`config.mk`:
```
export PLATFORM = sky130hd
export DESIGN_NAME = fp_addsub_seq_unit
export DESIGN_NICKNAME = d
export VERILOG_FILES = /design/src/rtl/fp_addsub_pkg.sv /design/src/rtl/fp_round_rne.sv /design/src/rtl/fp_addsub_seq_unit.sv
export SDC_FILE = /design/constraint.sdc
export NUM_CORES = 1
export LEC_CHECK = 0
export BUFFER_PORTS_ARGS = -buffer_cell sky130_fd_sc_hd__buf_2
export CORE_MARGIN = 4
export CORE_UTILIZATION = 46
export CTS_CLUSTER_DIAMETER = 200
export DETAILED_ROUTE_END_ITERATION = 12
export HOLD_SLACK_MARGIN = 0.08
export PLACE_DENSITY = 0.73
export RECOVER_POWER = 50
export SLEW_MARGIN = 20
export SYNTH_ARGS = -nofsm -noshare
export SYNTH_HDL_FRONTEND = slang
export SYNTH_SLANG_ARGS = --single-unit
```
`constraint.sdc`:
```
create_clock -name clk_in -period 5.9 [get_ports clk_in]
set_input_delay 1.18 -clock clk_in [delete_from_list [all_inputs] [get_ports clk_in]]
set_output_delay 1.18 -clock clk_in [all_outputs]
set_load 0.02 [all_outputs]
```
`src/rtl/fp_addsub_pkg.sv`:
```
// Shared types and width helpers for the sequential FP add/subtract unit.
package fp_addsub_pkg;

    typedef enum logic [2:0] {
        IDLE,
        CLASSIFY,
        ALIGN,
        ADD,
        NORM,
        ROUND,
        DONE
    } state_e;

    typedef enum logic [1:0] {
        CLS_ZERO,
        CLS_NORM,
        CLS_INF,
        CLS_NAN
    } fp_class_e;

    // Working significand: carry + hidden + mantissa + guard/round/sticky.
    function automatic int unsigned sig_width(input int unsigned ment_width);
        return ment_width + 5;
    endfunction

    // Beyond this exponent difference the smaller operand is pure sticky.
    function automatic int unsigned align_limit(input int unsigned ment_width);
        return ment_width + 3;
    endfunction

    // Single-precision defaults.
    localparam int unsigned DEF_EXPO_WIDTH  = 8;
    localparam int unsigned DEF_MENT_WIDTH  = 23;
    localparam int unsigned DEF_SIG_WIDTH   = sig_width(DEF_MENT_WIDTH);
    localparam int unsigned DEF_ALIGN_LIMIT = align_limit(DEF_MENT_WIDTH);
    localparam logic [DEF_EXPO_WIDTH-1:0] DEF_EXP_ONES = '1;
    localparam logic [31:0] DEF_QNAN = 32'h7FC0_0000;

endpackage

```
`src/rtl/fp_round_rne.sv`:
```
// Combinational round-to-nearest-even on a normalised mantissa plus G/R/S bits.
module fp_round_rne #(
    parameter int unsigned EXPO_WIDTH = 8,
    parameter int unsigned MENT_WIDTH = 23
) (
    input  logic [MENT_WIDTH-1:0] mant,
    input  logic [2:0]            grs,
    input  logic [EXPO_WIDTH:0]   expo,
    output logic [MENT_WIDTH-1:0] mant_rnd,
    output logic [EXPO_WIDTH-1:0] expo_rnd,
    output logic                  ovf
);

    localparam int unsigned SUM_W = MENT_WIDTH + 1;
    localparam int unsigned EXP_W = EXPO_WIDTH + 1;
    localparam logic [EXP_W-1:0] EXP_MAX = {1'b0, {EXPO_WIDTH{1'b1}}};

    logic             round_up;
    logic [SUM_W-1:0] sum;
    logic [EXP_W-1:0] exp_sum;

    // Increment on guard when above half, or exactly half with an odd LSB.
    always_comb begin
        round_up = grs[2] & (grs[1] | grs[0] | mant[0]);
        sum      = {1'b0, mant} + SUM_W'(round_up);
        mant_rnd = sum[MENT_WIDTH-1:0];
        exp_sum  = expo + EXP_W'(sum[MENT_WIDTH]);
        expo_rnd = exp_sum[EXPO_WIDTH-1:0];
        ovf      = (exp_sum >= EXP_MAX);
    end

endmodule

```
`src/rtl/fp_addsub_seq_unit.sv`:
```
// Multi-cycle IEEE-754 add/subtract with FTZ, RNE rounding and valid/ready handshakes.
module fp_addsub_seq_unit
    import fp_addsub_pkg::*;
#(
    parameter int unsigned EXPO_WIDTH = 8,
    parameter int unsigned MENT_WIDTH = 23,
    parameter int unsigned DATA_WIDTH = 1 + EXPO_WIDTH + MENT_WIDTH
) (
    input  logic                  clk_in,
    input  logic                  rst_in,
    input  logic                  in_valid_in,
    output logic                  in_ready_out,
    input  logic                  op_in,
    input  logic [DATA_WIDTH-1:0] floating1_in,
    input  logic [DATA_WIDTH-1:0] floating2_in,
    output logic                  out_valid_out,
    input  logic                  out_ready_in,
    output logic [DATA_WIDTH-1:0] result_out,
    output logic                  overflow_out,
    output logic                  underflow_out,
    output logic                  invalid_out,
    output logic                  busy_out
);

    localparam int unsigned E  = EXPO_WIDTH;
    localparam int unsigned W  = MENT_WIDTH;
    localparam int unsigned DW = DATA_WIDTH;
    localparam int unsigned SW = sig_width(W);
    localparam int unsigned EW = E + 1;
    localparam int unsigned ALIGN_LIMIT = align_limit(W);
    localparam logic [E-1:0]  EXP_ONES = '1;
    localparam logic [DW-1:0] QNAN = {1'b0, EXP_ONES, 1'b1, {(W-1){1'b0}}};

    if (DATA_WIDTH != 1 + EXPO_WIDTH + MENT_WIDTH) begin : g_bad_width
        $error("DATA_WIDTH must equal 1+EXPO_WIDTH+MENT_WIDTH");
    end

    state_e         state_q, state_d;
    logic [DW-1:0]  op_a_q, op_a_d, op_b_q, op_b_d;
    logic           sign_r_q, sign_r_d;
    logic           eff_sub_q, eff_sub_d;
    logic           zero_neg_q, zero_neg_d;
    logic [EW-1:0]  exp_r_q, exp_r_d;
    logic [SW-1:0]  sig_a_q, sig_a_d, sig_b_q, sig_b_d;
    logic [E-1:0]   cnt_q, cnt_d;
    logic [DW-1:0]  result_q, result_d;
    logic           ovf_q, ovf_d, unf_q, unf_d, inv_q, inv_d;
    logic           out_valid_q, out_valid_d;
    logic           in_ready_q, in_ready_d;
    logic           busy_q, busy_d;

    logic           sign_a, sign_b;
    logic [E-1:0]   exp_a, exp_b, big_exp, small_exp;
    logic [W-1:0]   mant_a, mant_b, big_mant, small_mant;
    fp_class_e      cls_a, cls_b;
    logic           a_zero, b_zero, big_zero, small_zero, b_gt;
    logic [DW-2:0]  mag_a, mag_b;

    logic [W-1:0]   mant_rnd;
    logic [E-1:0]   exp_rnd;
    logic           ovf_rnd;

    function automatic fp_class_e classify(input logic [E-1:0] e, input logic [W-1:0] m);
        fp_class_e c;
        c = CLS_NORM;
        if (e == '0)
            c = CLS_ZERO;
        else if (e == EXP_ONES)
            c = (m == '0) ? CLS_INF : CLS_NAN;
        return c;
    endfunction

    fp_round_rne #(
        .EXPO_WIDTH (E),
        .MENT_WIDTH (W)
    ) u_round (
        .mant     (sig_a_q[SW-3:3]),
        .grs      (sig_a_q[2:0]),
        .expo     (exp_r_q),
        .mant_rnd (mant_rnd),
        .expo_rnd (exp_rnd),
        .ovf      (ovf_rnd)
    );

    // Operand field decode, class and magnitude ordering (subnormals read as zero).
    always_comb begin
        sign_a     = op_a_q[DW-1];
        sign_b     = op_b_q[DW-1];
        exp_a      = op_a_q[DW-2 -: E];
        exp_b      = op_b_q[DW-2 -: E];
        mant_a     = op_a_q[W-1:0];
        mant_b     = op_b_q[W-1:0];
        cls_a      = classify(exp_a, mant_a);
        cls_b      = classify(exp_b, mant_b);
        a_zero     = (cls_a == CLS_ZERO);
        b_zero     = (cls_b == CLS_ZERO);
        mag_a      = a_zero ? '0 : op_a_q[DW-2:0];
        mag_b      = b_zero ? '0 : op_b_q[DW-2:0];
        b_gt       = (mag_b > mag_a);
        big_exp    = b_gt ? exp_b  : exp_a;
        big_mant   = b_gt ? mant_b : mant_a;
        big_zero   = b_gt ? b_zero : a_zero;
        small_exp  = b_gt ? exp_a  : exp_b;
        small_mant = b_gt ? mant_a : mant_b;
        small_zero = b_gt ? a_zero : b_zero;
    end

    // Next-state and datapath update for every FSM step.
    always_comb begin
        state_d    = state_q;
        op_a_d     = op_a_q;
        op_b_d     = op_b_q;
        sign_r_d   = sign_r_q;
        eff_sub_d  = eff_sub_q;
        zero_neg_d = zero_neg_q;
        exp_r_d    = exp_r_q;
        sig_a_d    = sig_a_q;
        sig_b_d    = sig_b_q;
        cnt_d      = cnt_q;
        result_d   = result_q;
        ovf_d      = ovf_q;
        unf_d      = unf_q;
        inv_d      = inv_q;

        case (state_q)
            IDLE: begin
                if (in_valid_in && in_ready_q) begin
                    op_a_d   = floating1_in;
                    op_b_d   = {floating2_in[DW-1] ^ op_in, floating2_in[DW-2:0]};
                    result_d = '0;
                    ovf_d    = 1'b0;
                    unf_d    = 1'b0;
                    inv_d    = 1'b0;
                    state_d  = CLASSIFY;
                end
            end
            CLASSIFY: begin
                if (cls_a == CLS_NAN || cls_b == CLS_NAN ||
                    (cls_a == CLS_INF && cls_b == CLS_INF && sign_a != sign_b)) begin
                    result_d = QNAN;
                    inv_d    = 1'b1;
                    state_d  = DONE;
                end else if (cls_a == CLS_INF) begin
                    result_d = op_a_q;
                    state_d  = DONE;
                end else if (cls_b == CLS_INF) begin
                    result_d = op_b_q;
                    state_d  = DONE;
                end else begin
                    sign_r_d   = b_gt ? sign_b : sign_a;
                    eff_sub_d  = sign_a ^ sign_b;
                    zero_neg_d = a_zero & b_zero & sign_a & sign_b;
                    exp_r_d    = {1'b0, big_exp};
                    sig_a_d    = big_zero   ? '0 : {2'b01, big_mant, 3'b000};
                    sig_b_d    = small_zero ? '0 : {2'b01, small_mant, 3'b000};
                    cnt_d      = small_zero ? '0 : big_exp - small_exp;
                    state_d    = ALIGN;
                end
            end
            ALIGN: begin
                if (cnt_q == '0) begin
                    state_d = ADD;
                end else if (32'(cnt_q) > ALIGN_LIMIT) begin
                    sig_b_d = SW'(|sig_b_q);
                    cnt_d   = '0;
                    state_d = ADD;
                end else begin
                    sig_b_d = {1'b0, sig_b_q[SW-1:2], |sig_b_q[1:0]};
                    cnt_d   = cnt_q - E'(1);
                    if (cnt_q == E'(1))
                        state_d = ADD;
                end
            end
            ADD: begin
                sig_a_d = eff_sub_q ? (sig_a_q - sig_b_q) : (sig_a_q + sig_b_q);
                state_d = NORM;
            end
            NORM: begin
                if (sig_a_q[SW-1]) begin
                    sig_a_d = {1'b0, sig_a_q[SW-1:2], |sig_a_q[1:0]};
                    exp_r_d = exp_r_q + EW'(1);
                    state_d = ROUND;
                end else if (sig_a_q == '0) begin
                    result_d = {zero_neg_q, {(DW-1){1'b0}}};
                    state_d  = DONE;
                end else if (sig_a_q[SW-2]) begin
                    state_d = ROUND;
                end else begin
                    sig_a_d = {sig_a_q[SW-2:0], 1'b0};
                    exp_r_d = exp_r_q - EW'(1);
                    if (exp_r_q == EW'(1)) begin
                        result_d = {sign_r_q, {(DW-1){1'b0}}};
                        unf_d    = 1'b1;
                        state_d  = DONE;
                    end
                end
            end
            ROUND: begin
                if (ovf_rnd) begin
                    result_d = {sign_r_q, EXP_ONES, {W{1'b0}}};
                    ovf_d    = 1'b1;
                end else begin
                    result_d = {sign_r_q, exp_rnd, mant_rnd};
                end
                state_d = DONE;
            end
            DONE: begin
                if (out_ready_in)
                    state_d = IDLE;
            end
            default: state_d = IDLE;
        endcase

        out_valid_d = (state_d == DONE);
        in_ready_d  = (state_d == IDLE);
        busy_d      = (state_d != IDLE);
    end

    // State, datapath and registered outputs; reset discards any operation in flight.
    always_ff @(posedge clk_in) begin
        if (rst_in) begin
            state_q     <= IDLE;
            op_a_q      <= '0;
            op_b_q      <= '0;
            sign_r_q    <= 1'b0;
            eff_sub_q   <= 1'b0;
            zero_neg_q  <= 1'b0;
            exp_r_q     <= '0;
            sig_a_q     <= '0;
            sig_b_q     <= '0;
            cnt_q       <= '0;
            result_q    <= '0;
            ovf_q       <= 1'b0;
            unf_q       <= 1'b0;
            inv_q       <= 1'b0;
            out_valid_q <= 1'b0;
            in_ready_q  <= 1'b0;
            busy_q      <= 1'b0;
        end else begin
            state_q     <= state_d;
            op_a_q      <= op_a_d;
            op_b_q      <= op_b_d;
            sign_r_q    <= sign_r_d;
            eff_sub_q   <= eff_sub_d;
            zero_neg_q  <= zero_neg_d;
            exp_r_q     <= exp_r_d;
            sig_a_q     <= sig_a_d;
            sig_b_q     <= sig_b_d;
            cnt_q       <= cnt_d;
            result_q    <= result_d;
            ovf_q       <= ovf_d;
            unf_q       <= unf_d;
            inv_q       <= inv_d;
            out_valid_q <= out_valid_d;
            in_ready_q  <= in_ready_d;
            busy_q      <= busy_d;
        end
    end

    assign in_ready_out  = in_ready_q;
    assign out_valid_out = out_valid_q;
    assign result_out    = result_q;
    assign overflow_out  = ovf_q;
    assign underflow_out = unf_q;
    assign invalid_out   = inv_q;
    assign busy_out      = busy_q;

endmodule

```
# Yosys cells after proc, flatten, opt, wreduce, memory -nomap -nowiden

Cells that the tools add are included.

Bits in registers: 181
Logic and storage cells: 188

Add/subtract/negate cells: 8
Magnitude comparators: 3
Equality and inequality tests: 32
Mux-type cells: 78
Bitwise logic cells: 11
Reductions and logical operators: 37

Operator list:

| operator                              | count |
|---|---|
| 2-to-1 mux 32 bit                     | 8 |
| 2-to-1 mux 28 bit                     | 8 |
| 2-to-1 mux 27 bit                     | 6 |
| case mux 32 bit (4 select lines)      | 1 |
| 2-to-1 mux 31 bit                     | 3 |
| case mux 28 bit (3 select lines)      | 1 |
| 2-to-1 mux 8 bit                      | 8 |
| case mux 28 bit (2 select lines)      | 1 |
| 2-to-1 mux 9 bit                      | 6 |
| logical NOT 23 bit                    | 2 |
| 2-to-1 mux 23 bit                     | 2 |
| 2-to-1 mux 3 bit                      | 12 |
| > comparator 31 bit                   | 1 |
| adder 28 bit                          | 1 |
| logical NOT 28 bit                    | 1 |
| OR reduction 28 bit                   | 1 |
| subtractor 28 bit                     | 1 |
| adder 23 x 1 -> 24 bit                | 1 |
| logical NOT 8 bit                     | 3 |
| AND reduction 6 bit                   | 4 |
| != test 2 bit (second input constant) | 11 |
| case mux 3 bit (7 select lines)       | 1 |
| case mux 9 bit (2 select lines)       | 1 |
| == test 8 bit (second input constant) | 2 |
| other kinds (36)                      | 83 |

# Logic depth before layout (Yosys ltp)

Word-level depth: 14
Depth in mapped cells: 24

# Hierarchy

A second synthesis with hierarchy kept.

Cells, all modules: 1,772
Area total of the unflattened synthesis: 12,683.4 um^2

By module, submodules not included:

| module             | instances | cells an instance | area an instance (um^2) |
|---|---|---|---|
| fp_addsub_seq_unit | 1         | 1,688             | 12,082.8 |
| fp_round_rne       | 1         | 84                | 600.6 |

# Worst setup path after synthesis

No wires, ideal clock.

Path kind: register to register
Start: register op_a_q[26]
End: register cnt_q[6]
Setup time: 130 ps
Arrival time: 4,398 ps
Required time: 5,770 ps
Setup slack: 1,371 ps
Cell stages (with the launch flop): 24
Period minus slack after synthesis: 4,529 ps
Cells stage by stage: dfxtp_1 > buf_2 > nor4_1 > nand2_1 > clkbuf_1 > buf_1 > nand2_1 > ha_1 > nand4_1 > nor3_1 > a221o_1 > a2bb2oi_4 > nor2_8 > buf_2 > mux2i_1 > ha_1 > nor2_1 > maj3_1 > a21oi_1 > maj3_1 > o21ai_0 > mux2i_1 > xnor2_1 > o22ai_1

Word-level cells in the longest chain between the ends: 13

RTL lines:

| what                                       | line                                                 | RTL |
|---|---|---|
| start, declared                            | fp_addsub_seq_unit.sv:39                             | `logic [DW-1:0] op_a_q, op_a_d, op_b_q, op_b_d;` |
| start signal, assigned                     | fp_addsub_seq_unit.sv:241                            | `op_a_q <= op_a_d;` |
| == test 8 bit                              | fp_addsub_seq_unit.sv:68                             | `else if (e == EXP_ONES)` |
| 2-to-1 mux 2 bit                           | fp_addsub_seq_unit.sv:68                             |  |
| 2-to-1 mux 2 bit                           | fp_addsub_seq_unit.sv:66                             | `if (e == '0)` |
| logical NOT 2 bit                          | fp_addsub_seq_unit.sv:95                             | `a_zero = (cls_a == CLS_ZERO);` |
| 2-to-1 mux 31 bit                          | fp_addsub_seq_unit.sv:97                             | `mag_a = a_zero ? '0 : op_a_q[DW-2:0];` |
| > comparator 31 bit                        | fp_addsub_seq_unit.sv:99                             | `b_gt = (mag_b > mag_a);` |
| 2-to-1 mux 8 bit, on equally long branches | fp_addsub_seq_unit.sv:100, fp_addsub_seq_unit.sv:103 |  |
| subtractor 8 bit                           | fp_addsub_seq_unit.sv:156                            | `cnt_d = small_zero ? '0 : big_exp - small_exp;` |
| 2-to-1 mux 8 bit                           | fp_addsub_seq_unit.sv:156                            |  |
| 2-to-1 mux 8 bit                           | fp_addsub_seq_unit.sv:146                            | `end else if (cls_b == CLS_INF) begin` |
| 2-to-1 mux 8 bit                           | fp_addsub_seq_unit.sv:143                            | `end else if (cls_a == CLS_INF) begin` |
| 2-to-1 mux 8 bit                           | fp_addsub_seq_unit.sv:138                            | `if (cls_a == CLS_NAN \|\| cls_b == CLS_NAN \|\|` |
| case mux 8 bit (2 select lines)            | fp_addsub_seq_unit.sv:125                            | `case (state_q)` |
| end signal, assigned                       | fp_addsub_seq_unit.sv:249                            | `cnt_q <= cnt_d;` |
| end, declared                              | fp_addsub_seq_unit.sv:45                             | `logic [E-1:0] cnt_q, cnt_d;` |

Several ways; a longest one is shown, not always the timed one. The select of a mux whose other input is x is not followed.
A chain may end at the register's enable or synchronous reset.

# Worst setup path after layout

Start: register op_b_q[27]
End: register cnt_q[6]

Word-level cells in the longest chain between the ends: 13

RTL lines:

| what                                       | line                                                 | RTL |
|---|---|---|
| start, declared                            | fp_addsub_seq_unit.sv:39                             |  |
| start signal, assigned                     | fp_addsub_seq_unit.sv:242                            | `op_b_q <= op_b_d;` |
| == test 8 bit                              | fp_addsub_seq_unit.sv:68                             |  |
| 2-to-1 mux 2 bit                           | fp_addsub_seq_unit.sv:68                             |  |
| 2-to-1 mux 2 bit                           | fp_addsub_seq_unit.sv:66                             |  |
| logical NOT 2 bit                          | fp_addsub_seq_unit.sv:96                             | `b_zero = (cls_b == CLS_ZERO);` |
| 2-to-1 mux 31 bit                          | fp_addsub_seq_unit.sv:98                             | `mag_b = b_zero ? '0 : op_b_q[DW-2:0];` |
| > comparator 31 bit                        | fp_addsub_seq_unit.sv:99                             |  |
| 2-to-1 mux 8 bit, on equally long branches | fp_addsub_seq_unit.sv:100, fp_addsub_seq_unit.sv:103 |  |
| subtractor 8 bit                           | fp_addsub_seq_unit.sv:156                            |  |
| 2-to-1 mux 8 bit                           | fp_addsub_seq_unit.sv:156                            |  |
| 2-to-1 mux 8 bit                           | fp_addsub_seq_unit.sv:146                            |  |
| 2-to-1 mux 8 bit                           | fp_addsub_seq_unit.sv:143                            |  |
| 2-to-1 mux 8 bit                           | fp_addsub_seq_unit.sv:138                            |  |
| case mux 8 bit (2 select lines)            | fp_addsub_seq_unit.sv:125                            |  |

Several ways; a longest one is shown, not always the timed one. The select of a mux whose other input is x is not followed.

==> out/qor.csv <==
metric,value,unit
most frequent cell after synthesis,nand2_1,
"Max FO, Critical Path",28,
Setup crit start kind,flip-flop,
Worst-Margin Slew,2.90,ns
Resized Gates After CTS,0,
CTS tree,done,
# setup viols final,0,
Crit Path Class,reg2reg,
WP data arrival,5.41,ns
Setup crit end kind,flip-flop,
Ys Warns,0,
violated checks,"max-capacitance violations, max-slew violations",
pwr dens,622,nW/µm²
# hold bufs at CTS,0,
vias per cell,5.91,
H-tree depth,4,
Mapped Area,12700,µm²
WL/cell,17.5,µm
Worst-Skew Late Latency,0.44,ns
CTS Buf Count,17,
DRT iter0 DRCs,1074,
Inserted Diodes,0,
Final Cycle Share,87.6,%
leak pwr,5.31,nW
GRT Util Overall,23.3,%
setup bufs post-CTS,0,
main flop type after synthesis,dfxtp_1,
cell taking the most area after synthesis,dfxtp_1,
Std-Cell Rows,60,
P&R area growth vs syn,8.98,%
outcome,"finished, violations left",
Synth Register Bits,180,
Synth top area share,28.3,%
initial core utilization,46.9,%
largest net degree at the start of global routing,104,
nets@finish,1845,
CORE AREA,27100,µm²
count of clock tree sinks,180,
clk root buf,clkbuf_16,
via count,12400,
I/O Buffers,106,
total gr overflow,0,
chip height,174,µm
vias in the first global route,11200,
Routability Congestion,0.951,
Multi-input gate area,8460,µm²
register area share after synthesis,28.3,%
Die ar.,30400,µm²
worst vdd ir,0.422,mV
fin. max-slew vios,228,
I/O pin count,107,
Max Fclk,193,MHz
hold crit path type,reg2reg,
cells after synthesis,1696,
Setup Skew,0.0135,ns
share of cells above drive strength 1,8.84,%
Mean Syn Cell Area,7.50,µm²
fill count,2639,
routed wire length,36600,µm
die extent in x,174,µm
Longest Clk Path Bufs,2,
RSZ-0062 raised after global routing,false,
count of final hold-check violations,0,
initial antenna violation count,0,
Final min period,5.17,ns
Clock transition at path regs,0.08,ns
TritonRoute pass-1 iters,7,
register area,3600,µm²
Syn Nets,1835,
first-pass GRT wire length,59000,µm
post-route cell area,13900,µm²
post-DP HPWL,26900,µm
library cells used by synthesis,88,
Post-synth EDFFs,0,
DRC Markers,0,
ys async rst share,0,%
max-slew headroom at the worst pin,-93.6,%
setup TNS,0,ns
Area after DPL,13300,µm²
"Req. time, crit path",6.14,ns
most area-consuming cells after synthesis,"dfxtp_1 (28%), nand2_1 (7.1%), a21oi_1 (7.0%)",
"top cells by count, synth","nand2_1 (240), dfxtp_1 (180), a21oi_1 (177)",
Antenna Nets Post-Route,0,
maxcap violations,3,
metal layers:
| layer | share of wire [%] | routed length, µm | vias to the layer above | GRT usage [%] |
|---|---|---|---|---|
| met2 | 42 | 15500 | 475 | 34.5 |
| met5 | 0 | 0 | - | 0 |
| li1 | - | - | 6124 | - |
| met1 | 48 | 17500 | 5734 | 35.3 |
| met4 | 1.2 | 438 | 0 | 4.65 |
| met3 | 8.6 | 3140 | 27 | 4.26 |
worst paths after layout:
| check | startpoint | end | slack, ns | depth (start not counted) |
|---|---|---|---|---|
| hold / removal | result_out[0] | result_out[0] | 0.47 | 2 |
| setup reg to reg | op_b_q[27] | cnt_q[6] | 0.73 | 19 |
| hold reg to reg | result_out[0] | result_out[0] | 0.47 | 2 |
| setup / recovery | op_b_q[27] | cnt_q[6] | 0.73 | 19 |
worst max-delay path, cell delays in order, from the launching register on:
cell and delay (ns):
dfxtp_1 0.41, nor4_1 0.34, nand2_1 0.50, and2_1 0.39, ha_1 0.32, nand4_1 0.17
nor4_4 0.40, nand2b_1 0.14, a21oi_4 0.59, nor2_8 0.03, mux2i_1 0.17, ha_1 0.18
nor2_1 0.07, maj3_1 0.36, a21oi_1 0.22, maj3_1 0.20, o21ai_0 0.07, mux2i_1 0.17
xnor2_1 0.14, o22ai_1 0.09
power breakdown:
| part | switching (mW) | leakage (nW) | internal, mW |
|---|---|---|---|
| registers | 0.384 | 1.46 | 1.44 |
| logic | 3.31 | 3.55 | 2.32 |
| clock network | 0.566 | 0.297 | 0.611 |
| total | 4.26 | 5.31 | 4.36 |
area by class of cell:
cell class	count	share of cell area (%)
Inverter	41	1.11
Clock buffer	17	3.07
Clock inverter	15	1.32
Tap cell	372	3.36
Multi-Input combinational cell	1347	61.0
Timing Repair Buffer	119	4.13
Sequential cell	180	26.0
state kept, by name (all words and copies together) (netlist names):
name and cells:
op_a_q 32, op_b_q 32, result_out 32, sig_a_q 28
sig_b_q 27, exp_r_q 9, cnt_q 8, state_q 3
busy_out 1, eff_sub_q 1, in_ready_out 1, invalid_out 1
out_valid_out 1, overflow_out 1, sign_r_q 1, underflow_out 1
zero_neg_q 1
cells in the final DEF, fill, tap and decap left out, types with 16 or more instances in the layout:
master	n
a21oi_1	177
clkbuf_16	17
nand4_1	20
nor3_1	33
o31ai_1	16
nand2_1	240
nor4_1	24
dfxtp_1	180
buf_2	67
xor2_1	16
clkbuf_1	40
nand3_1	43
a31oi_1	19
mux2i_1	48
o21ai_0	84
ha_1	69
o22a_1	17
inv_1	41
a22oi_1	29
xnor2_1	65
nor2_1	172
and2_1	32
nor2b_1	19
stage by stage:
| step | utilization, % | setup slack, ns | std cells | total power, mW | hold slack (ns) |
|---|---|---|---|---|---|
| 6_report | 51.2 | 0.731 | 2091 | 8.63 | 0.473 |
| 2_1_floorplan | - | 1.37 | 1696 | 6.30 | 0.432 |
| 3_5_place_dp | 49.1 | 0.792 | 2059 | 7.35 | 0.458 |
| 5_1_grt | 51.2 | 0.342 | 2091 | 9.32 | 0.493 |
| 3_3_place_gp | 49.1 | 0.889 | 2059 | 7.26 | 0.451 |
| 4_1_cts | 51.4 | 0.780 | 2091 | 8.55 | 0.469 |
logic make-up (layout without fill, tap and decap cells):
group | after synthesis | in the layout | synth area share (%)
and+or+nand+nor | 647 | 647 | 23.8
adders and majority gates | 75 | 75 | 7.34
buffers and inverters | 169 | 192 | 5.36
xor gates and xnor gates | 81 | 81 | 5.58
AOI/OAI and AO/OA | 489 | 489 | 25.2
muxes | 55 | 55 | 4.43
DFF | 180 | 180 | 28.3
No activity file was read; power rests on OpenSTA's default activity.
